File: src/rtl/led_blink_ctrl.sv
// Multi-channel LED blink controller: shared tick prescaler, per-channel mode
// and half-period, runtime configuration through a valid/ready write port.
//
// mode         | meaning
// MODE_OFF     | LED held low, counter idle
// MODE_ON      | LED held high, counter idle
// MODE_BLINK   | LED toggles every half_period ticks
// MODE_ONESHOT | LED high for half_period ticks, then falls back to MODE_OFF
module led_blink_ctrl #(
  parameter int CLK_FREQ_HZ = 100_000_000,
  parameter int TICK_HZ     = 1_000,
  parameter int CH_NUM      = 4,
  parameter int PERIOD_W    = 16,
  parameter int CH_W        = (CH_NUM > 1) ? $clog2(CH_NUM) : 1
) (
  input  logic                sys_clk,
  input  logic                sys_rst,
  input  logic                cfg_valid,
  output logic                cfg_ready,
  input  logic [CH_W-1:0]     cfg_ch,
  input  logic [1:0]          cfg_mode,
  input  logic [PERIOD_W-1:0] cfg_half_period,
  output logic                tick_out,
  output logic [CH_NUM-1:0]   led_out
);

  localparam int PRE_MAX = CLK_FREQ_HZ / TICK_HZ - 1;
  localparam int PRE_W   = (PRE_MAX > 0) ? $clog2(PRE_MAX + 1) : 1;

  typedef enum logic [1:0] {
    MODE_OFF     = 2'b00,
    MODE_ON      = 2'b01,
    MODE_BLINK   = 2'b10,
    MODE_ONESHOT = 2'b11
  } mode_t;

  logic [PRE_W-1:0]    r_pre_cnt;
  logic                r_tick;
  logic                r_cfg_ready;

  mode_t               r_mode     [CH_NUM];
  mode_t               w_mode_nxt [CH_NUM];
  logic [PERIOD_W-1:0] r_half     [CH_NUM];
  logic [PERIOD_W-1:0] w_half_nxt [CH_NUM];
  logic [PERIOD_W-1:0] r_cnt      [CH_NUM];
  logic [PERIOD_W-1:0] w_cnt_nxt  [CH_NUM];
  logic [CH_NUM-1:0]   r_led;
  logic [CH_NUM-1:0]   w_led_nxt;

  logic                w_cfg_fire;
  logic [PERIOD_W-1:0] w_cfg_half;

  assign w_cfg_fire = cfg_valid && r_cfg_ready;
  // A zero half-period would never terminate a phase, so it is promoted to 1.
  assign w_cfg_half = (cfg_half_period == '0) ? PERIOD_W'(1) : cfg_half_period;

  always_ff @(posedge sys_clk) begin
    if (sys_rst) begin
      r_pre_cnt   <= '0;
      r_tick      <= 1'b0;
      r_cfg_ready <= 1'b0;
    end else begin
      r_cfg_ready <= 1'b1;
      if (r_pre_cnt == PRE_W'(PRE_MAX)) begin
        r_pre_cnt <= '0;
        r_tick    <= 1'b1;
      end else begin
        r_pre_cnt <= r_pre_cnt + 1'b1;
        r_tick    <= 1'b0;
      end
    end
  end

  always_ff @(posedge sys_clk) begin
    if (sys_rst) begin
      for (int i = 0; i < CH_NUM; i++) begin
        r_mode[i] <= MODE_OFF;
        r_half[i] <= PERIOD_W'(1);
        r_cnt[i]  <= '0;
      end
      r_led <= '0;
    end else begin
      for (int i = 0; i < CH_NUM; i++) begin
        r_mode[i] <= w_mode_nxt[i];
        r_half[i] <= w_half_nxt[i];
        r_cnt[i]  <= w_cnt_nxt[i];
      end
      r_led <= w_led_nxt;
    end
  end

  // A write to a channel takes priority over a coincident tick on that channel.
  always_comb begin
    w_led_nxt = r_led;
    for (int i = 0; i < CH_NUM; i++) begin
      w_mode_nxt[i] = r_mode[i];
      w_half_nxt[i] = r_half[i];
      w_cnt_nxt[i]  = r_cnt[i];
      if (w_cfg_fire && (int'(cfg_ch) == i)) begin
        w_mode_nxt[i] = mode_t'(cfg_mode);
        w_half_nxt[i] = w_cfg_half;
        w_cnt_nxt[i]  = '0;
        w_led_nxt[i]  = (mode_t'(cfg_mode) != MODE_OFF);
      end else if (r_tick) begin
        case (r_mode[i])
          MODE_OFF: w_led_nxt[i] = 1'b0;
          MODE_ON:  w_led_nxt[i] = 1'b1;
          MODE_BLINK: begin
            if (r_cnt[i] == r_half[i] - 1'b1) begin
              w_led_nxt[i] = ~r_led[i];
              w_cnt_nxt[i] = '0;
            end else begin
              w_cnt_nxt[i] = r_cnt[i] + 1'b1;
            end
          end
          MODE_ONESHOT: begin
            if (r_cnt[i] == r_half[i] - 1'b1) begin
              w_led_nxt[i]  = 1'b0;
              w_mode_nxt[i] = MODE_OFF;
              w_cnt_nxt[i]  = '0;
            end else begin
              w_cnt_nxt[i] = r_cnt[i] + 1'b1;
            end
          end
          default: w_led_nxt[i] = 1'b0;
        endcase
      end
    end
  end

  assign cfg_ready = r_cfg_ready;
  assign tick_out  = r_tick;
  assign led_out   = r_led;

endmodule
File: config.mk
export PLATFORM = sky130hd
export DESIGN_NAME = led_blink_ctrl
export DESIGN_NICKNAME = d
export VERILOG_FILES = /design/src/rtl/led_blink_ctrl.sv
export SDC_FILE = /design/constraint.sdc
export NUM_CORES = 1
export LEC_CHECK = 0
export CAP_MARGIN = 40
export CORE_MARGIN = 1.5
export CORE_UTILIZATION = 65
export CTS_BUF_LIST = sky130_fd_sc_hd__clkbuf_4 sky130_fd_sc_hd__clkbuf_8 sky130_fd_sc_hd__clkbuf_16
export DETAILED_ROUTE_END_ITERATION = 16
export PLACE_DENSITY = 0.84
export SLEW_MARGIN = 25
export SYNTH_ARGS = -nofsm -noshare
export SYNTH_HDL_FRONTEND = slang
export SYNTH_SLANG_ARGS = --single-unit
File: constraint.sdc
create_clock -name sys_clk -period 9 [get_ports sys_clk]
set_clock_uncertainty 0.05 [all_clocks]
set_input_delay 2.7 -clock sys_clk [delete_from_list [all_inputs] [get_ports sys_clk]]
set_output_delay 2.7 -clock sys_clk [all_outputs]
set_load 0.05 [all_outputs]
Yosys cells after proc, flatten, opt, wreduce, memory -nomap -nowiden
Memories as Yosys holds them, arrays and structs flattened.
Index checks and enable logic that the tools add are counted.
- memories: 3
- input port bits: 23
- output and inout port bits: 6
- logic and storage cells: 161
- register bits: 23
- RAM bits: 136
- add/sub/neg operators: 9
- reductions and logical operators: 25
- equality and inequality tests: 28
- multiplexer cells: 73
- bitwise logic cells: 16
- memory list (name ; words ; bits a word ; read ports ; clocked after Yosys merged registers in ; wr ports ; RTL line ; source):
    r_cnt ; 4 ; 16 ; 4 ; 0 ; 4 ; 45 ; logic [PERIOD_W-1:0] r_cnt [CH_NUM];
    r_half ; 4 ; 16 ; 4 ; 0 ; 4 ; 43 ; logic [PERIOD_W-1:0] r_half [CH_NUM];
    r_mode ; 4 ; 2 ; 4 ; 0 ; 4 ; 41 ; mode_t r_mode [CH_NUM];
- operator list (operator ; number):
    two-way mux 16 bit ; 29
    adder 16 x 1 -> 16 bit, second input constant ; 4
    equality test 16 bit ; 4
    subtractor 16 x 1 -> 16 bit, second input constant ; 4
    two-way mux 2 bit ; 20
    inequality test 3 bit, second input constant ; 8
    equality test 2 bit, second input constant ; 10
    two-way mux 1 bit ; 20
    adder 17 x 1 -> 17 bit, second input constant ; 1
    equality test 17 bit, second input constant ; 1
    logical NOT 16 bit ; 1
    case mux 1 bit (4 select lines) ; 4
    bitwise OR 1 bit ; 12
    AND reduction 3 bit ; 4
    equality test 2 x 1 -> 1 bit, second input constant ; 5
    logical NOT 2 bit ; 5
    nonzero test 2 bit ; 5
    OR reduction 2 bit ; 5
    logical AND 1 bit ; 5
    inverter 1 bit ; 4

Logic depth before layout (Yosys ltp)
Gate-level depths: netlist of run 1.
- depth after elaboration: 7
- gate-level depth with buffers: 13
- mapped depth without buffers: 10

Least setup slack after synthesis of run 1
OpenSTA, ideal clock, no wires.
- path kind: in2reg
- start point: in cfg_ch[1]
- end point: mem r_half[0][6]
- arrival: 3.841 ns
- path slack: 5.038 ns
- library setup time: 0.070 ns
- cell stages on the path: 5
- required time: 8.880 ns
- cells stage by stage: clkbuf_1 nor3_1 clkbuf_1 nand2_1 a21oi_1
- RTL lines (item ; RTL line ; source):
    start: declaration ; 20 ; input logic [CH_W-1:0] cfg_ch,
    end: declaration ; 43 ;

Final worst setup path of run 1
- start point: reg r_tick, in the netlist tick_out
- end point: out tick_out
- RTL lines (item ; RTL line ; source):
    start: declaration ; 38 ; logic r_tick;
    start signal: assignment ; 60 ; r_tick <= 1'b0;
    start signal: assignment ; 66 ; r_tick <= 1'b1;
    start signal: assignment ; 69 ; r_tick <= 1'b0;
    end: declaration ; 23 ; output logic tick_out,
No word-level cell between the ends.

==> run metrics, run 1 <==
DR iter-0 viols=about 730; Compound-Gate Fraction of Synth Area=13.51%; Max-Cap Viols=0; via count=7767; post-synthesis adder-cell area fraction=2.962%; Combinational Power Share=8.2%; Simple-Gate Fraction of Synth Area=roughly 28%; number of buffers added on ports=28; Vias/cell=~5.9; Hold WC Path Type=flip-flop to flip-flop; reg2reg end=r_cnt[0][3]; clk sinks=approximately 160; Hold WS=423.1 ps; Avg Inst Size Synth=between 7 and 8 µm²; FF-to-FF Start=r_half[0][0]; most instantiated library cell after synthesis=nand2_1; XOR/XNOR Fraction of Synth Area=14.41%; data required time of the worst path=6250 ps; die area=approximately 0.014 mm²; Storage cell area=0.003183 mm²; Residual DRC=0; initial antenna violation count=0; Worst R2R Setup Slack=5670 ps; Critical Path Sink Type=primary output; Pint=1.235 mW; Rel. slew slack=between 40% and 50%; Post-CTS Hold Buffers=0; Netlist cell types=76; footprint of the multi-input gates=~0.0054 mm²; Post-Syn Nets=1162; Seq/Total Area, Yosys=35.88%; final critical-path share of the clock period=51.23%; Die Span Y=119.8 µm; CTS clk-pin slew, worst paths=60 ps; met2 usage=49.14%; fmax=~220 MHz; # fillers=972; # diodes=0; status=complete, no violations; Worst setup endpoint=tick_out; Die Wd=roughly 120 µm; Yosys top cell by area=dfxtp_1; Switching Power=0.4061 mW; core area=about 0.013 mm²; GRT Util Overall=~29%; power density cells=167.2 mW/mm²; crit start category=flip-flop; Final GP Congestion=0.8887; sequential share of power=around 44%; WS Path Type=flip-flop to primary output; final hold viol count=0; Area growth syn-to-layout=10.65%; YS warnings=0; dpl hpwl=about 14000 µm; Post-Syn Area=0.008872 mm²; Clock Latency Late Sink=440 ps; proportion of layout cells with a drive suffix above 1=6.344%; switching share of power=24.74%; CP startpoint=tick_out; Post-synth EDFFs=0; Final Critical Period=approximately 4600 ps; largest family of logic cells by synthesized area=simple AND/OR/NAND/NOR gates; drt wl/cell=15.43 µm; Layout Cells excl Fill=roughly 1300; most frequent cells after synthesis=nand2_1, dfxtp_1, nor2_1, a21oi_1; Global Route met1 Usage=37.67%; Initial Util=66.73%; drt total wl=about 20000 µm; final setup fails=0; Inserted Clock Buffers=17; Overflow after GRT=0; pins over their slew limit=0; Synth top area share=35.88%; top post-synthesis cells by area=dfxtp_1, nand2_1, xnor2_1, xor2_1, nor2_1; 1st-pass router iterations=7; vias in the first global route=7461; io pins=29; Worst-Margin Slew=815.0 ps; Placed Cells incl. Taps=1277; post-synthesis cell count=1118; setup TNS=0 ps; CTS tree=built; P_leak=approximately 3.5 nW; Yosys reg bits=159; wire length of the first global-routing pass=34320 µm; CP max FO=21; worst vdd ir=0.1542 mV; Worst Path Arrival=1860 ps; Clock Tree Root=clkbuf_16; unrepaired setup endpoints after global routing=false; post-CTS sizing=0; setup repair bufs after CTS=0; clk buf depth=2; Reg2Reg Depth=10; GR Layer Usage met3=5.513%; Clk pwr share=47.5%; FP Rows=42; post-synthesis mux area share=1.283%; largest net degree at the start of global routing=74; Post-synth ARST share=0%; post-route ant nets=0; Top FF cell, synth=dfxtp_1; Post-layout nets=roughly 1200; H-Tree Depth=4; gr busiest metal=met2
worst max-delay path, cell delays in order (launching register included):
cell,delay [ps]
dfxtp_1,320
buf_4,260
clkdlybuf4s50_1,850
logic make-up after synthesis:
kind of cell             count (synthesis)
multiplexers                            11
buffers and inverters                   78
XOR/XNOR                               146
flip-flops                             159
AND/OR/NAND/NOR                        514
AO/OA/AOI/OAI                          189
adder cells (fa/ha/maj)                 21
how the worst min path moves through the flow:
stage / start / to / cells after the start
floorplan: r_pre_cnt[0] / r_pre_cnt[0] / 1
global placement: r_pre_cnt[0] / r_pre_cnt[0] / 1
CTS: r_pre_cnt[0] / r_pre_cnt[0] / 1
global route: r_half[2][15] / r_half[2][15] / 2
finish: r_pre_cnt[0] / r_pre_cnt[0] / 1
detailed placement: r_pre_cnt[0] / r_pre_cnt[0] / 1
power groups by stage:
stage / clock network (mW) / registers (mW) / logic [mW]
detailed placement: 0 / 0.741 / 0.130
global placement: 0 / 0.741 / 0.127
floorplan: 0 / 0.739 / 0.0932
finish: 0.780 / 0.726 / 0.135
CTS: 0.780 / 0.726 / 0.132
global route: 0.812 / 0.727 / 0.148
registers in the layout (all words and copies together), names as in the netlist:
| register | flops |
|---|---|
| r_half | 64 |
| r_mode | 8 |
| r_cnt | 64 |
| tick_out | 1 |
| led_out | 4 |
| cfg_ready | 1 |
| r_pre_cnt | 17 |
final cells by class:
type	instances	area share, %
clock buffer	17	4.333
clock inverter	15	2.116
inverter	29	1.109
multi-input combinational	881	54.50
sequential	159	32.42
tap	176	2.243
timing repair buffer	34	3.276
per-layer routing:
layer	part of all wire (%)	up-vias	routed length [µm]
met5	0	-	0
met4	2.3	0	471
met1	44	3637	8841
li1	-	3847	-
met2	48	237	9651
met3	6.3	46	1269
cells in the final DEF, fill, tap and decap left out, drive strengths merged, types with 11 or more instances in the layout:
cell type / n
a21oi: 80
a31oi: 12
and3: 16
clkbuf: 18
clkdlybuf4s50: 27
dfxtp: 159
ha: 21
inv: 34
nand2: 201
nand3: 28
nand4: 27
nor2: 129
nor3: 28
nor4: 17
o211ai: 11
o21ai: 26
or3: 12
xnor2: 73
xor2: 73
stage by stage:
step / power, mW / setup WS (ps) / instance area (µm²) / utilization, %
finish: 1.641 / 4389 / 9817 / 73.84
global route: 1.687 / 4336 / 9817 / 73.84
CTS: 1.638 / 4393 / 9801 / 73.72
detailed placement: 0.8713 / 4107 / 9168 / 68.95
global placement: 0.8684 / 4000 / 9160 / 68.90
floorplan: 0.8322 / 5038 / 8872 / -
Note: power is estimated with default switching activity, not from simulation.
==> inputs of run 2 (changes only) <==
--- a/config.mk
+++ b/config.mk
@@ -7,10 +7,10 @@
 export LEC_CHECK = 0
 export CAP_MARGIN = 40
 export CORE_MARGIN = 1.5
-export CORE_UTILIZATION = 65
+export CORE_UTILIZATION = 62
 export CTS_BUF_LIST = sky130_fd_sc_hd__clkbuf_4 sky130_fd_sc_hd__clkbuf_8 sky130_fd_sc_hd__clkbuf_16
 export DETAILED_ROUTE_END_ITERATION = 16
-export PLACE_DENSITY = 0.84
+export PLACE_DENSITY = 0.8
 export SLEW_MARGIN = 25
 export SYNTH_ARGS = -nofsm -noshare
 export SYNTH_HDL_FRONTEND = slang
==> constraint.sdc (replaced) <==
create_clock -name sys_clk -period 4.68 [get_ports sys_clk]
set_clock_uncertainty 0.05 [all_clocks]
set_input_delay 1.404 -clock sys_clk [delete_from_list [all_inputs] [get_ports sys_clk]]
set_output_delay 1.404 -clock sys_clk [all_outputs]
set_load 0.05 [all_outputs]
==> run metrics, run 2 (synthesis gave the netlist of run 1 again) <==
status=complete, no violations; # diodes=0 (unchanged); Die Span Y=122.6 µm (+2.3%); footprint of the multi-input gates=0.005350 mm² (unchanged); power density cells=311.5 mW/mm² (+86%); Worst Path Arrival=1840 ps (-20 ps); setup repair bufs after CTS=0 (unchanged); commonest cells after routing, fill and taps aside=nand2_1, dfxtp_1, nor2_1, a21oi_1; CTS clk-pin slew, worst paths=60 ps (about the same); final hold viol count=0 (unchanged); crit start category=flip-flop; Post-CTS Hold Buffers=0 (unchanged); Overflow after GRT=0 (unchanged); post-route ant nets=0 (unchanged); Final GP Congestion=0.8427 (-5.2%); proportion of layout cells with a drive suffix above 1=6.426% (+0.082 points); number of buffers added on ports=28 (unchanged); largest net degree at the start of global routing=73 (-1.4%); via count=7704 (-0.81%); Post-layout nets=1167 (+0.086%); Rel. slew slack=47.38% (+2.2 points); core area=0.01393 mm² (+4.8%); Cell Chain, Critical Path=buf_4 > clkdlybuf4s50_1; Pwr Total=3.050 mW (+86%); post-CTS sizing=0 (unchanged); 1st-pass router iterations=5 (-2); Placed Cells incl. Taps=1283 (+0.47%); drt total wl=20120 µm (-0.58%); Inserted Clock Buffers=17 (unchanged); Clock Latency Late Sink=440 ps (about the same); H-Tree Depth=4 (unchanged); largest registers=r_cnt x64, r_half x64, r_pre_cnt x17; data required time of the worst path=3230 ps (-3020 ps); final setup fails=0 (unchanged); CP max FO=21 (unchanged); # fillers=1106 (+14%); wire length of the first global-routing pass=33740 µm (-1.7%); P_leak=3.494 nW (-0.74%); Worst path slowest cell=clkdlybuf4s50_1; Worst-Margin Slew=782.9 ps (-32.12 ps); dpl hpwl=14020 µm (+1.8%); Hold EP=r_pre_cnt[0]; Die Wd=122.6 µm (+2.3%); CTS tree=built; placed inst area=0.009188 mm² (+0.22%); fmax=about 300 MHz; unrepaired setup endpoints after global routing=false; Initial Util=63.67% (-3.1 points); Hold Crit Start=r_pre_cnt[0]; Critical Path Sink Type=primary output; die area=0.01504 mm² (+4.7%); reg2reg end=r_cnt[0][3]; Hold WS=422.0 ps (-1.133 ps); final critical-path share of the clock period=70.44%; Storage cell area=0.003183 mm² (unchanged); Area growth syn-to-layout=10.37%; io pins=29 (unchanged); commonest non-fill, non-tap cell in the layout=nand2_1; Hold WC Path Type=flip-flop to flip-flop; FP Rows=43 (+2.4%); Reg2Reg Depth=10 (unchanged); Worst R2R Setup Slack=1390 ps (-4280 ps); FF-to-FF Start=r_half[0][0]; clk sinks=159 (unchanged); drt wl/cell=15.29 µm (-0.96%); Clock Tree Root=clkbuf_16; worst vdd ir=0.2634 mV (+71%); WS Path Type=flip-flop to primary output; Max-Cap Viols=0 (unchanged); Layout Cells excl Fill=1316 (+0.38%); pins over their slew limit=0 (unchanged); vias in the first global route=7234 (-3.0%); clk buf depth=2 (unchanged); Residual DRC=0 (unchanged); DR iter-0 viols=760 (+4.0%); Final Critical Period=~3300 ps; setup TNS=0 ps (unchanged); Vias/cell=5.854 (-1.2%); GRT Util Overall=28.31% (-1.1 points); initial antenna violation count=0 (unchanged); Max stage delay on crit path=850 ps (about the same); Finished Cell Area=0.009792 mm² (-0.25%); Worst Hold Depth=1 (unchanged)
==> run 2: changes by cell type in the layout (fill, tap and decap cells not counted) <==
| cell | delta |
|---|---|
| inv_6 | -4 |
| clkinv_4 | +4 |
| clkbuf_8 | +1 |
| buf_6 | -1 |
| clkinv_2 | -2 |
| buf_4 | +2 |
| clkinvlp_4 | +3 |
| bufinv_16 | -2 |
==> run 2: cell type report <==
type | instances | share of cell area, %
sequential | 159 | 32.51
inverter | 29 | 1.112
clock buffer | 18 | 4.485
timing repair buffer | 35 | 3.322
multi-input combinational | 881 | 54.64
clock inverter | 14 | 1.636
tap | 180 | 2.300
==> run 2: critical path, delay by kind of cell (launching register included) <==
| kind | cells | cell delay (ps) |
|---|---|---|
| buffers and inverters | 2 | 1100 |
| flip-flops | 1 | 310 |
==> run 2: through the flow <==
step                util (%)  setup WS [ps]
global route           70.27           1025
finish                 70.27           1383
detailed placement     65.93           1077
CTS                    70.23           1376
global placement       65.88           1116
floorplan                  -           1807
==> run 2: power by group <==
part | leakage (nW) | switching [mW] | internal [mW]
sequential | 1.28 | 0.0252 | 1.37
combinational | 1.93 | 0.155 | 0.104
clock | 0.279 | 0.590 | 0.806
==> run 2: layer usage <==
layer	up-vias	GRT usage, %	part of all wire [%]
met3	39	5.901	5.6
met1	3587	36.61	45
li1	3852	-	-
met4	0	10.54	2.2
met2	226	46.61	47
met5	-	0	0
==> run 2: worst max path at each step <==
stage                      start      endpoint  slack, ps  depth (start not counted)
floorplan           r_half[0][0]  r_cnt[0][10]       1810                         13
global placement       cfg_valid   r_cnt[0][3]       1120                          6
detailed placement     cfg_valid   r_cnt[0][3]       1080                          6
CTS                     tick_out      tick_out       1380                          2
global route        r_half[0][0]   r_cnt[0][3]       1020                         10
finish                  tick_out      tick_out       1380                          2
==> inputs of run 3 (changes only) <==
--- a/config.mk
+++ b/config.mk
@@ -7,10 +7,10 @@
 export LEC_CHECK = 0
 export CAP_MARGIN = 40
 export CORE_MARGIN = 1.5
-export CORE_UTILIZATION = 62
+export CORE_UTILIZATION = 56
 export CTS_BUF_LIST = sky130_fd_sc_hd__clkbuf_4 sky130_fd_sc_hd__clkbuf_8 sky130_fd_sc_hd__clkbuf_16
 export DETAILED_ROUTE_END_ITERATION = 16
-export PLACE_DENSITY = 0.8
+export PLACE_DENSITY = 0.77
 export SLEW_MARGIN = 25
 export SYNTH_ARGS = -nofsm -noshare
 export SYNTH_HDL_FRONTEND = slang
==> constraint.sdc (replaced) <==
create_clock -name sys_clk -period 3 [get_ports sys_clk]
set_clock_uncertainty 0.05 [all_clocks]
set_input_delay 0.9 -clock sys_clk [delete_from_list [all_inputs] [get_ports sys_clk]]
set_output_delay 0.9 -clock sys_clk [all_outputs]
set_load 0.05 [all_outputs]
==> run metrics, run 3 (synthesis gave the netlist of run 1 again) <==
commonest cells after routing, fill and taps aside=nand2_1, dfxtp_1, nor2_1, a21oi_1; io pins=29 (unchanged); Post-CTS Hold Buffers=0 (unchanged); H-Tree Depth=4 (unchanged); met2 usage=43.44% (-3.2 points); Die Wd=128.9 µm (+5.1%); Cell Chain, Critical Path=nor4_4 > nand3_2 > or4_1 > xnor2_1 > o211ai_1 > or4b_4 > o21a_1 > a22o_1; CTS clk-pin slew, worst paths=70 ps (about the same); final hold viol count=0 (unchanged); crit start category=flip-flop; setup slack after layout=152.2 ps (-1231 ps); # fillers=1327 (+20%); unrepaired setup endpoints after global routing=false; Global Route met1 Usage=36.05% (-0.56 points); commonest non-fill, non-tap cell in the layout=nand2_1; Worst Path Buf+Inv=0 (-2); final critical-path share of the clock period=94.93%; wire length of the first global-routing pass=35510 µm (+5.3%); fmax=about 350 MHz; Storage cell area=0.003184 mm² (about the same); Initial Util=57.93% (-5.7 points); Critical Path Sink Type=flip-flop; Max-Cap Viols=0 (unchanged); Placement Setup Slack=48.69 ps (-1029 ps); P_leak=3.676 nW (+5.2%); Worst R2R Setup Slack=150 ps (-1240 ps); CP max FO=9 (-57%); Area growth syn-to-layout=14.14%; dpl hpwl=15220 µm (+8.6%); footprint of the multi-input gates=0.005380 mm² (+0.56%); post-route ant nets=0 (unchanged); FP Rows=45 (+4.7%); pins over their slew limit=0 (unchanged); Worst-Margin Slew=863.9 ps (+80.99 ps); # diodes=0 (unchanged); drt total wl=21370 µm (+6.2%); worst vdd ir=0.4710 mV (+79%); clk buf depth=2 (unchanged); proportion of layout cells with a drive suffix above 1=9.804% (+3.4 points); data required time of the worst path=3270 ps (+40 ps); drt wl/cell=15.44 µm (+1.0%); Final GP Congestion=0.8987 (+6.6%); setup TNS=0 ps (unchanged); Clock Latency Late Sink=430 ps (about the same); largest net degree at the start of global routing=29 (-60%); CTS tree=built; gr busiest metal=met2; Clock Tree Root=clkbuf_16; Post-layout nets=1204 (+3.2%); vias in the first global route=7294 (+0.83%); power density cells=464.9 mW/mm² (+49%); status=complete, no violations; WS Path Type=flip-flop to flip-flop; largest registers=r_cnt x64, r_half x64, r_pre_cnt x17; Layout Cells excl Fill=1384 (+5.2%); DR iter-0 viols=730 (-3.9%); Worst Path Arrival=3120 ps (+1280 ps); Max stage delay on crit path=580 ps (-270 ps); Rel. slew slack=41.88% (-5.5 points); Inserted Clock Buffers=17 (unchanged); Residual DRC=0 (unchanged); GR Layer Usage met3=6.486% (+0.58 points); clk sinks=159 (unchanged); via count=7886 (+2.4%); 1st-pass router iterations=5 (unchanged); Placed Cells incl. Taps=1350 (+5.2%); final setup fails=0 (unchanged); family with the most delay on the worst path=simple AND/OR/NAND/NOR gates; Overflow after GRT=0 (unchanged); Hold WC Path Type=flip-flop to flip-flop; number of buffers added on ports=28 (unchanged); initial antenna violation count=0 (unchanged); Final Critical Period=2848 ps; Worst path slowest cell=or4b_4; Vias/cell=5.698 (-2.7%); GRT Util Overall=27.04% (-1.3 points); core area=0.01531 mm² (+9.9%); Die Span Y=128.9 µm (+5.1%); die area=0.01661 mm² (+10%)
-- run 3: changes by cell type in the layout (fill, tap and decap cells not counted), sizes merged --
cell / delta
buf: +38
inv: +3
bufinv: -1
clkbuf: -1
clkdlybuf4s50: -1
clkinv: -1
-- run 3: layout make-up --
cell class	instances	area share, %
clock inverters	15	1.347
clock buffers	17	4.201
well taps	211	2.607
flip-flops and latches	159	31.44
repair buffers	72	6.202
multi-input cells	881	53.13
inverters	29	1.075
-- run 3: layer usage --
layer	vias up	part of all wire [%]
met1	3726	46
li1	3917	-
met3	34	6.3
met2	209	46
met4	0	1.8
met5	-	0
-- run 3: repair_timing --
action                     in CTS  in global routing
resized for setup               0                  6
setup endpoints to repair       0                 49
buffers inserted                0                  1
-- run 3: path summary, 6_finish.rpt --
check	start	end	depth (start not counted)
min	r_pre_cnt[0]	r_pre_cnt[0]	1
max reg2reg	r_half[2][3]	r_mode[2][1]	8
min reg2reg	r_pre_cnt[0]	r_pre_cnt[0]	1
max	r_half[2][3]	r_mode[2][1]	8
-- run 3: stage by stage --
step	instance area [µm²]	util (%)	hold WS, ps	total power, mW
floorplan	8872	-	379.9	2.496
global placement	9507	62.08	393.8	2.647
detailed placement	9507	62.08	404.6	2.655
CTS	10070	65.74	414.1	4.725
global route	10130	66.13	447.2	4.880
finish	10130	66.13	412.1	4.708
-- run 3: power breakdown --
group          internal [mW]  leakage, nW  switching (mW)
registers               2.14         1.28          0.0373
clock network           1.15        0.267           0.931
logic                  0.193         2.13           0.258
total                   3.48         3.68            1.23
